File: config.mk
export PLATFORM = sky130hd
export DESIGN_NAME = burst_scheduler
export DESIGN_NICKNAME = d
export VERILOG_FILES = /design/src/rtl/burst_scheduler.sv
export SDC_FILE = /design/constraint.sdc
export NUM_CORES = 1
export LEC_CHECK = 0
export CAP_MARGIN = 0
export CELL_PAD_IN_SITES_DETAIL_PLACEMENT = 0
export CELL_PAD_IN_SITES_GLOBAL_PLACEMENT = 1
export CORE_MARGIN = 2
export CORE_UTILIZATION = 50
export CTS_BUF_LIST = sky130_fd_sc_hd__clkbuf_4 sky130_fd_sc_hd__clkbuf_8
export CTS_CLUSTER_DIAMETER = 60
export CTS_CLUSTER_SIZE = 8
export DETAILED_ROUTE_END_ITERATION = 10
export DONT_BUFFER_PORTS = 1
export PLACE_DENSITY = 0.79
export SETUP_SLACK_MARGIN = 0.5
export SLEW_MARGIN = 0
export SYNTH_ARGS = -nofsm -noshare
export SYNTH_HDL_FRONTEND = slang
export SYNTH_SLANG_ARGS = --single-unit
File: constraint.sdc
create_clock -name clk -period 6.3 [get_ports clk]
set_input_delay 1.26 -clock clk [delete_from_list [all_inputs] [get_ports clk]]
set_output_delay 1.26 -clock clk [all_outputs]
set_load 0.05 [all_outputs]
File: src/rtl/burst_scheduler.sv
// burst_scheduler: arbitrates UART and button fan commands into a FIFO and plays each as a burst of packet starts.
// Latency: uart_valid -> start_packet 2 cycles, button edge -> 5 cycles (FIFO empty, idle).
// Backpressure: none upstream; a request that finds the FIFO full is discarded and flagged on dropped.
module burst_scheduler #(
    parameter int unsigned BURST_COUNT = 220,
    parameter int unsigned TAIL_COUNT  = 3,
    parameter int unsigned PACKET_GAP  = 158400,
    parameter int unsigned QUEUE_DEPTH = 4,
    parameter logic [2:0]  IDLE_CMD    = 3'd7
) (
    input  logic       clk,
    input  logic       reset,
    input  logic       uart_valid,
    input  logic [2:0] uart_cmd,
    input  logic [3:0] btn_n,
    output logic       start_packet,
    output logic [2:0] cmd,
    output logic       busy,
    output logic       queue_full,
    output logic       dropped
);
    localparam int REM_W = ($clog2(BURST_COUNT + 1) > 8) ? $clog2(BURST_COUNT + 1) : 8;
    localparam int TMR_W = ($clog2(PACKET_GAP) > 18) ? $clog2(PACKET_GAP) : 18;
    localparam int AW    = $clog2(QUEUE_DEPTH);
    localparam int CW    = AW + 1;

    typedef enum logic [1:0] {
        ST_IDLE,
        ST_FIRE,
        ST_GAP
    } state_t;

    // button synchronizer, edge detect and pending requests
    logic [3:0] btn_sync1;
    logic [3:0] btn_sync2;
    logic [3:0] btn_prev;
    logic [3:0] btn_fall;
    logic [3:0] pending;
    logic [3:0] pend_clr;

    // enqueue arbitration
    logic       req_vld;
    logic [2:0] req_dat;

    // command FIFO
    logic [2:0]    fifo_mem [QUEUE_DEPTH];
    logic [AW-1:0] wr_ptr;
    logic [AW-1:0] rd_ptr;
    logic [CW-1:0] fifo_cnt;
    logic          fifo_empty;
    logic          fifo_full;
    logic          push_rdy;
    logic          push_vld;
    logic          pop_vld;
    logic [2:0]    head_dat;

    // burst sequencer
    state_t           state;
    state_t           state_nxt;
    logic [REM_W-1:0] remaining;
    logic [TMR_W-1:0] gap_tmr;
    logic [2:0]       cmd_reg;
    logic [REM_W-1:0] fire_rem;
    logic [2:0]       fire_cmd;

    assign btn_fall = btn_prev & ~btn_sync2;

    always_ff @(posedge clk) begin
        if (reset) begin
            btn_sync1 <= '1;
            btn_sync2 <= '1;
            btn_prev  <= '1;
            pending   <= '0;
        end else begin
            btn_sync1 <= btn_n;
            btn_sync2 <= btn_sync1;
            btn_prev  <= btn_sync2;
            pending   <= (pending & ~pend_clr) | btn_fall;
        end
    end

    // UART wins; otherwise the lowest pending button. The pending bit clears even if the push is dropped.
    always_comb begin
        req_vld  = 1'b0;
        req_dat  = '0;
        pend_clr = '0;
        if (uart_valid && (uart_cmd <= 3'd4)) begin
            req_vld = 1'b1;
            req_dat = uart_cmd;
        end else begin
            for (int i = 0; i < 4; i++) begin
                if (pending[i] && !req_vld) begin
                    req_vld     = 1'b1;
                    req_dat     = 3'(i);
                    pend_clr[i] = 1'b1;
                end
            end
        end
    end

    // A pop in the same cycle frees the slot, so a push against a full FIFO still lands.
    assign fifo_empty = (fifo_cnt == '0);
    assign fifo_full  = (fifo_cnt == CW'(QUEUE_DEPTH));
    assign push_rdy   = !fifo_full || pop_vld;
    assign push_vld   = req_vld && push_rdy;
    assign head_dat   = fifo_mem[rd_ptr];
    assign dropped    = req_vld && !push_rdy;
    assign queue_full = fifo_full;

    always_ff @(posedge clk) begin
        if (reset) begin
            wr_ptr   <= '0;
            rd_ptr   <= '0;
            fifo_cnt <= '0;
        end else begin
            if (push_vld) wr_ptr <= wr_ptr + AW'(1);
            if (pop_vld)  rd_ptr <= rd_ptr + AW'(1);
            case ({push_vld, pop_vld})
                2'b10:   fifo_cnt <= fifo_cnt + CW'(1);
                2'b01:   fifo_cnt <= fifo_cnt - CW'(1);
                default: fifo_cnt <= fifo_cnt;
            endcase
        end
    end

    always_ff @(posedge clk) begin
        if (push_vld) fifo_mem[wr_ptr] <= req_dat;
    end

    always_comb begin
        state_nxt    = state;
        pop_vld      = 1'b0;
        start_packet = 1'b0;
        busy         = 1'b0;
        case (state)
            ST_IDLE: begin
                if (!fifo_empty) begin
                    pop_vld   = 1'b1;
                    state_nxt = ST_FIRE;
                end
            end
            ST_FIRE: begin
                start_packet = 1'b1;
                busy         = 1'b1;
                state_nxt    = ST_GAP;
            end
            ST_GAP: begin
                busy = 1'b1;
                if (gap_tmr == '0) state_nxt = (remaining != '0) ? ST_FIRE : ST_IDLE;
            end
            default: state_nxt = ST_IDLE;
        endcase
    end

    // Count and command of the packet about to fire, so cmd settles on the FIRE entry edge.
    assign fire_rem = (state == ST_IDLE) ? REM_W'(BURST_COUNT) : remaining;
    assign fire_cmd = (state == ST_IDLE) ? head_dat : cmd_reg;

    always_ff @(posedge clk) begin
        if (reset) begin
            state     <= ST_IDLE;
            remaining <= '0;
            gap_tmr   <= '0;
            cmd_reg   <= IDLE_CMD;
            cmd       <= IDLE_CMD;
        end else begin
            state <= state_nxt;
            if (pop_vld) begin
                cmd_reg   <= head_dat;
                remaining <= REM_W'(BURST_COUNT);
            end
            if (state == ST_FIRE) begin
                remaining <= remaining - REM_W'(1);
                gap_tmr   <= TMR_W'(PACKET_GAP - 2);
            end else if ((state == ST_GAP) && (gap_tmr != '0)) begin
                gap_tmr <= gap_tmr - TMR_W'(1);
            end
            if (state_nxt == ST_FIRE) begin
                cmd <= (fire_rem > REM_W'(TAIL_COUNT)) ? fire_cmd : IDLE_CMD;
            end else if (state_nxt == ST_IDLE) begin
                cmd <= IDLE_CMD;
            end
        end
    end

endmodule

==> out/qor.yml, run 1 <==
status:
  status: "finished clean"
clocking:
  h-tree-depth: 3
  ctsResizeCount: 0
  worstSkewPairLatency_ps: 340
  clk_pin_slew_worst_paths_ps: 80
  cts_buffer_depth: 2
  post_cts_buffers: 0
  cts-buffers-inserted: 9
  hold_buffers: 0
  cts_tree: "built"
  cts_root_buf: "clkbuf_8"
  cts.sinks: 71
timing:
  rsz0062_at_grt: "false"
  max_freq_ghz: 0.261
  setup_tns_ps: 0
  worst_slew_margin_rel_pct: 30.7
  min_period_ps: 3830
  setup_violations: 0
  setup_ws_ps: 2470
  fin_crit_sh_pct: 60.8
  hold_violations: 0
  skew_ps: 7.49
  tightest_slew_ps: 1030
  maxSlewViolCount: 0
synthesis:
  async_reset_ff_share_pct: 0
  synthCells: 339
  yosys_most_used_dff: "dfxtp_1"
  yosysSeqAreaShare_pct: 48.3
  yosysTopAreaCellShare_pct: 37.0
  syn_nets: 360
  ys_types: 51
  synth_edf_count: 12
  yosysWarnings: 0
  synth.avg_cell_area_um2: 9.42
  synth_common_cells: "dfxtp_1 (59), nor2_1 (45), a21oi_1 (27)"
  synth_area_um2: 3190
  synth_top_area_cell: "dfxtp_1"
  synth_area_leaders: "dfxtp_1 (37%), edfxtp_1 (11%), nor2_1 (5.3%), a21oi_1 (4.2%), ha_1 (3.9%)"
  synth.most_common_cell: "dfxtp_1"
  ys_seq_elements: 71
critical_path:
  worst-setup-path-type: "register to primary output"
  worstPathArrival_ps: 2570
  crit_chain: "inv_1, ha_1, or4b_2, nor2_1"
  cp.depth: 4
  worstPathMaxFanout: 10
  worstRegToRegCells: 5
  path_buf_inv: 1
  start_kind: "register"
  cp_top_family: "simple AND/OR/NAND/NOR gates"
  crit_path_top_delay_cell: "nor2_1"
  setup.worst_path.end_class: "primary output"
  required_ps: 5040
  cpPeakStageDelay_ps: 710
global_routing:
  grt_pass1_vias: 2180
  globalRouteMet2Util_pct: 29.2
  grt_usage_pct: 17.6
  gr-usage-met1_pct: 21.9
  grt_pass1_wl_um: 9940
  grt-busiest-layer: "met2"
  use_met3_pct: 4.65
  overflow: 0
  grt_max_degree: 50
  antenna_found_initial: 0
cells_and_area:
  top_regs: "gap_tmr: 18 flops, fifo_mem: 12 flops, remaining: 8 flops"
  drive_above_1_share_pct: 12.6
  fin_util_pct: 55.2
  regMostFlops: "gap_tmr"
  largest_reg_flops: 18
  num_antenna_cells: 0
  area_growth_pct: 8.58
  nets: 358
routing:
  drc: 0
  wl_um: 5840
  first_pass_iters: 4
  wire_per_inst_um: 13.9
  vias_per_cell: 5.45
  drtAntennaViolNets: 0
  route.vias.total: 2283
  drt_iter0_markers: 96
power_and_ir_drop:
  seq_power_share_pct: 36.8
  swShare_pct: 40.3
  power_density_nw_per_um2: 536
  p_int_mw: 1.11
  pwr-share-comb_pct: 41.6
  clkPwrFrac_pct: 21.6
  p_sw_mw: 0.749
  static-leakage-power_nw: 1.28
  vdd_ir_drop_max_mv: 0.224
place:
  post-dp-hpwl_um: 4010
  finalWeightedCongestion: 0.760
  portBuffers: 0
  place_ws_ps: 2680
floorplan:
  die_h_um: 83.9
  dieArea_um2: 7040
  fp.dieW_um: 83.9
  row_count: 29
  coreArea_um2: 6280
  start_util_pct: 50.8
  ios: 17
worst_hold_path:
  holdPathStages: 1
  worstHoldPathType: "register to register"
job:
  maxCapViolCount: 0
area by class of cell:
type	instances	area, um2
Fill cell	589	2810
Sequential cell	71	1540
Tap cell	77	96.3
Multi-Input combinational cell	234	1520
Inverter	19	71.3
Timing Repair Buffer	2	15.0
Clock inverter	5	82.6
Clock buffer	11	139
power groups by stage:
stage	clock network [mW]	registers, mW	logic, mW
after floorplan	0	0.666	0.649
after global placement	0	0.689	0.770
after detailed placement	0	0.692	0.774
after CTS	0.412	0.683	0.778
after global routing	0.433	0.700	0.876
final	0.401	0.684	0.774
per-stage QoR:
stage	total power [mW]	instance area, um2	instances	hold WS (ps)
finish	1.86	3470	419	406
global route	2.01	3470	419	421
CTS	1.87	3470	419	411
detailed placement	1.47	3240	403	394
floorplan	1.32	3190	339	389
global placement	1.46	3240	403	391
worst register-to-register path, delay by kind of cell (launching register included):
| family | cells | cell delay [ps] |
|---|---|---|
| compound gates | 1 | 380 |
| simple gates | 3 | 1340 |
| mux | 1 | 390 |
| flops | 1 | 360 |
final timing paths:
check               startpoint            to  slack (ps)
setup / recovery      state[1]       dropped        2470
hold / removal    btn_sync1[1]  btn_sync2[1]         410
setup reg to reg    gap_tmr[8]        cmd[0]        3730
hold reg to reg   btn_sync1[1]  btn_sync2[1]         410
cells in the final DEF (no fill, tap or decap), types with 9 or more instances in the layout:
cell	count
a21oi_1	27
dfxtp_1	59
clkbuf_8	9
ha_1	10
edfxtp_1	12
inv_1	19
nor3_1	11
xnor2_1	13
nor4_1	10
or2_2	14
nand2_1	17
nor2_1	45
routing by layer:
| metal | vias to the layer above | wire, um |
|---|---|---|
| li1 | 1190 | - |
| met1 | 1048 | 2750 |
| met2 | 39 | 2800 |
| met3 | 6 | 218 |
| met4 | 0 | 63 |
| met5 | - | 0 |
cell families after synthesis:
| family | synth area share, % |
|---|---|
| fa+ha+maj | 4.55 |
| flops | 48.3 |
| buf+inv | 4.08 |
| xor+xnor | 4.94 |
| mux | 3.10 |
| compound gates | 13.1 |
| simple gates | 21.9 |
No activity file was read; power rests on OpenSTA's default activity.
==> inputs of run 2 (changes only) <==
==> constraint.sdc (replaced) <==
create_clock -name clk -period 3.61 [get_ports clk]
set_input_delay 0.722 -clock clk [delete_from_list [all_inputs] [get_ports clk]]
set_output_delay 0.722 -clock clk [all_outputs]
set_load 0.05 [all_outputs]
==> out/qor.yml, run 2 (same netlist as run 1, synthesis figures left out) <==
power_and_ir_drop:
  seq_power_share_pct: 38.3
  vdd_ir_drop_max_mv: 0.427
  power_density_nw_per_um2: 909
  p_int_mw: 1.79
  power_mw: 3.12
  pwr-share-comb_pct: 43.8
  p_sw_mw: 1.32
  clkPwrFrac_pct: 17.8
  static-leakage-power_nw: 1.27
  swShare_pct: 42.4
cells_and_area:
  layout_common_cells: "dfxtp_1 (59), nor2_1 (45), a21oi_1 (27)"
  drive_above_1_share_pct: 13.1
  regMostFlops: "gap_tmr"
  fillers: 590
  fin_area_um2: 3430
  area_growth_pct: 7.49
  num_antenna_cells: 0
  nets: 360
  top_regs: "gap_tmr: 18 flops, fifo_mem: 12 flops, remaining: 8 flops"
  layout.cells.non_filler: 421
  largest_reg_flops: 18
  layout_commonest_cell: "dfxtp_1"
worst_hold_path:
  worstHoldPathType: "register to register"
place:
  dp_cells: 405
  finalWeightedCongestion: 0.812
  placed_area_um2: 3260
  post-dp-hpwl_um: 4060
  portBuffers: 0
timing:
  skew_ps: 7.81
  worst_slew_margin_rel_pct: 26.2
  whs_ps: 411
  min_period_ps: 2900
  fin_crit_sh_pct: 80.3
  hold_violations: 0
  tightest_slew_ps: 1100
  maxSlewViolCount: 0
  max_freq_ghz: 0.345
  rsz0062_at_grt: "false"
  setup_violations: 0
  setup_tns_ps: 0
critical_path:
  worstPathArrival_ps: 2180
  setup.worst_path.end_class: "primary output"
  worst-setup-path-type: "register to primary output"
  worstPathMaxFanout: 10
  required_ps: 2890
  start_kind: "register"
floorplan:
  row_count: 29
  ios: 17
  coreArea_um2: 6280
  fp.dieW_um: 83.9
  start_util_pct: 50.8
  die_h_um: 83.9
  dieArea_um2: 7040
global_routing:
  grt_max_degree: 50
  overflow: 0
  grt_usage_pct: 17.9
  globalRouteMet2Util_pct: 30.3
  grt-busiest-layer: "met2"
  use_met3_pct: 4.06
  grt_pass1_wl_um: 10200
  antenna_found_initial: 0
  gr-usage-met1_pct: 22.0
  grt_pass1_vias: 2212
clocking:
  cts_root_buf: "clkbuf_8"
  cts.sinks: 71
  post_cts_buffers: 0
  worstSkewPairLatency_ps: 340
  clk_pin_slew_worst_paths_ps: 80
  hold_buffers: 0
  cts_tree: "built"
  cts-buffers-inserted: 9
  cts_buffer_depth: 2
  ctsResizeCount: 0
  h-tree-depth: 3
routing:
  drc: 0
  first_pass_iters: 4
  vias_per_cell: 5.46
  route.vias.total: 2300
  drtAntennaViolNets: 0
  wl_um: 5870
  wire_per_inst_um: 13.9
  drt_iter0_markers: 92
status:
  status: "finished clean"
job:
  maxCapViolCount: 0
## run 2: critical path: stages, from the launching register on
cell	delay, ps
dfxtp_1	440
inv_1	100
ha_1	300
or4b_2	680
nor2_1	120
buf_4	200
## run 2: worst paths after layout
path                            cells past startpoint           end  slack [ps]         start
worst max-delay path                                5       dropped         710      state[1]
worst min-delay path                                1  btn_sync2[3]         410  btn_sync1[3]
worst max register to register                      5        cmd[0]        1100    gap_tmr[8]
worst min register to register                      1  btn_sync2[3]         410  btn_sync1[3]
## run 2: area by class of cell
class	instances	area [um2]	area share (%)
sequential	71	1540	44.9
clock inverter	7	47.5	1.39
inverter	19	71.3	2.08
clock buffer	9	124	3.61
timing repair buffer	4	30.0	0.875
multi-input combinational	234	1520	44.3
tap	77	96.3	2.81
## run 2: power groups by stage
| stage | sequential (mW) | clock, mW | combinational, mW |
|---|---|---|---|
| final | 1.20 | 0.556 | 1.37 |
| after global routing | 1.23 | 0.602 | 1.55 |
| after CTS | 1.20 | 0.576 | 1.38 |
| after detailed placement | 1.21 | 0 | 1.38 |
| after global placement | 1.21 | 0 | 1.37 |
| after floorplan | 1.16 | 0 | 1.13 |
## run 2: through the flow
stage / setup WS (ps) / utilization, %
after global routing: 562 / 54.7
after detailed placement: 1070 / 51.9
after floorplan: 771 / -
after CTS: 687 / 54.7
after global placement: 1110 / 51.9
final: 711 / 54.7
## run 2: routing by layer
metal	vias up	wire length, um
li1	1192	-
met1	1065	2820
met2	34	2760
met3	9	182
met4	0	101
met5	-	0
==> inputs of run 3 (changes only) <==
--- a/config.mk
+++ b/config.mk
@@ -9,13 +9,13 @@
 export CELL_PAD_IN_SITES_DETAIL_PLACEMENT = 0
 export CELL_PAD_IN_SITES_GLOBAL_PLACEMENT = 1
 export CORE_MARGIN = 2
-export CORE_UTILIZATION = 50
+export CORE_UTILIZATION = 46
 export CTS_BUF_LIST = sky130_fd_sc_hd__clkbuf_4 sky130_fd_sc_hd__clkbuf_8
 export CTS_CLUSTER_DIAMETER = 60
 export CTS_CLUSTER_SIZE = 8
 export DETAILED_ROUTE_END_ITERATION = 10
 export DONT_BUFFER_PORTS = 1
-export PLACE_DENSITY = 0.79
+export PLACE_DENSITY = 0.76
 export SETUP_SLACK_MARGIN = 0.5
 export SLEW_MARGIN = 0
 export SYNTH_ARGS = -nofsm -noshare
==> constraint.sdc (replaced) <==
create_clock -name clk -period 2.5 [get_ports clk]
set_input_delay 0.5 -clock clk [delete_from_list [all_inputs] [get_ports clk]]
set_output_delay 0.5 -clock clk [all_outputs]
set_load 0.05 [all_outputs]
==> out/qor.yml, run 3 (same netlist as run 1, synthesis figures left out) <==
status:
  status: "finished clean"
cells_and_area:
  layout_commonest_cell: "dfxtp_1"
  num_antenna_cells: 0
  area_growth_pct: 21.6
  largest_reg_flops: 18
  top_regs: "gap_tmr: 18 flops, fifo_mem: 12 flops, remaining: 8 flops"
  regMostFlops: "gap_tmr"
  drive_above_1_share_pct: 26.3
  nets: 381
  layout_common_cells: "dfxtp_1 (50), nor2_1 (43), a21oi_1 (27)"
  fin_util_pct: 57.4
timing:
  setup_tns_ps: 0
  max_freq_ghz: 0.446
  setup_violations: 0
  maxSlewViolCount: 0
  rsz0062_at_grt: "true"
  hold_violations: 0
  skew_ps: 10.1
  worst_slew_margin_rel_pct: 61.5
  tightest_slew_ps: 570
  min_period_ps: 2240
  fin_crit_sh_pct: 89.6
critical_path:
  worst-setup-path-type: "register to primary output"
  cpPeakStageDelay_ps: 510
  crit_path_top_delay_cell: "or4b_4"
  cp_top_family: "simple AND/OR/NAND/NOR gates"
  required_ps: 2000
  start_kind: "register"
  crit_start: "state[1]"
  worstPathMaxFanout: 2
  path_buf_inv: 1
  setup.worst_path.end_class: "primary output"
  r2r-start: "gap_tmr[11]"
  worstPathArrival_ps: 1740
  crit_chain: "inv_4, ha_4, or4b_4, nor2_4"
clocking:
  h-tree-depth: 3
  clk_pin_slew_worst_paths_ps: 80
  worstSkewPairLatency_ps: 350
  cts_buffer_depth: 2
  cts-buffers-inserted: 9
  cts.sinks: 71
  hold_buffers: 0
  cts_tree: "built"
  cts_root_buf: "clkbuf_8"
global_routing:
  overflow: 0
  grt_usage_pct: 18.9
  grt_max_degree: 50
  grt_pass1_vias: 2314
  grt_pass1_wl_um: 11000
  antenna_found_initial: 0
routing:
  route.vias.total: 2436
  first_pass_iters: 4
  drtAntennaViolNets: 0
  drc: 0
  wire_per_inst_um: 15.1
  wl_um: 6720
  wl_met2_um: 3210
  vias_per_cell: 5.47
  wl_met3_um: 222
  drt_iter0_markers: 114
  top_layer: "met4"
  m1WireLength_um: 3190
worst_hold_path:
  hp-start: "reset"
  worstHoldPathType: "input port to register"
place:
  finalWeightedCongestion: 0.763
  post-dp-hpwl_um: 4360
  portBuffers: 0
power_and_ir_drop:
  static-leakage-power_nw: 1.44
  power_density_nw_per_um2: 1430
  vdd_ir_drop_max_mv: 0.661
floorplan:
  row_count: 30
  die_h_um: 87.3
  start_util_pct: 47.2
  ios: 17
  dieArea_um2: 7620
  coreArea_um2: 6760
  fp.dieW_um: 87.3
job:
  maxCapViolCount: 0
[run 3: worst reg2reg max path: stages (launching register included)]
cell and delay (ps):
dfxtp_2 330, or4_4 540, or3_4 420, or4_4 500, o2111ai_4 140, o32a_4 210
[run 3: through the flow]
step                      setup slack [ps]  cells  area [um2]  hold slack [ps]  total power, mW
after floorplan                        237    339        3270              389             3.47
after global placement                 210    415        3380              392             3.94
after detailed placement               162    415        3380              396             3.98
after CTS                              242    438        3740              188             5.30
after global routing                   222    445        3880              176             5.92
final                                  259    445        3880              203             5.53
[run 3: report_power, final]
| group | internal (mW) | leakage, nW | switching (mW) |
|---|---|---|---|
| registers | 1.45 | 0.603 | 0.295 |
| logic | 1.20 | 0.718 | 1.46 |
| clock network | 0.666 | 0.120 | 0.456 |
| total | 3.32 | 1.44 | 2.21 |
[run 3: final timing paths]
kind,to,slack (ps),cells after the start
setup reg to reg,cmd[0],300,5
hold reg to reg,btn_sync2[2],410,1
hold / removal,pending[3],200,1
setup / recovery,dropped,260,4
[run 3: area by class of cell]
| type | count | area [um2] |
|---|---|---|
| clock buffer | 9 | 124 |
| clock inverter | 7 | 120 |
| fill | 589 | 2880 |
| inverter | 19 | 73.8 |
| multi-input combinational | 234 | 1700 |
| sequential | 71 | 1560 |
| tap | 80 | 100 |
| timing repair buffer | 25 | 203 |
[run 3: repair_timing]
action	CTS	global route
pin swaps	6	18
setup endpoints to repair	9	24
resized for setup	16	19
setup buffers	7	7
[run 3: metal layers]
| metal | GRT usage, % | up-vias |
|---|---|---|
| met2 | 29.8 | 28 |
| met3 | 6.35 | 10 |
| li1 | - | 1244 |
| met4 | 5.45 | 0 |
| met5 | 0 | - |
| met1 | 24.7 | 1154 |
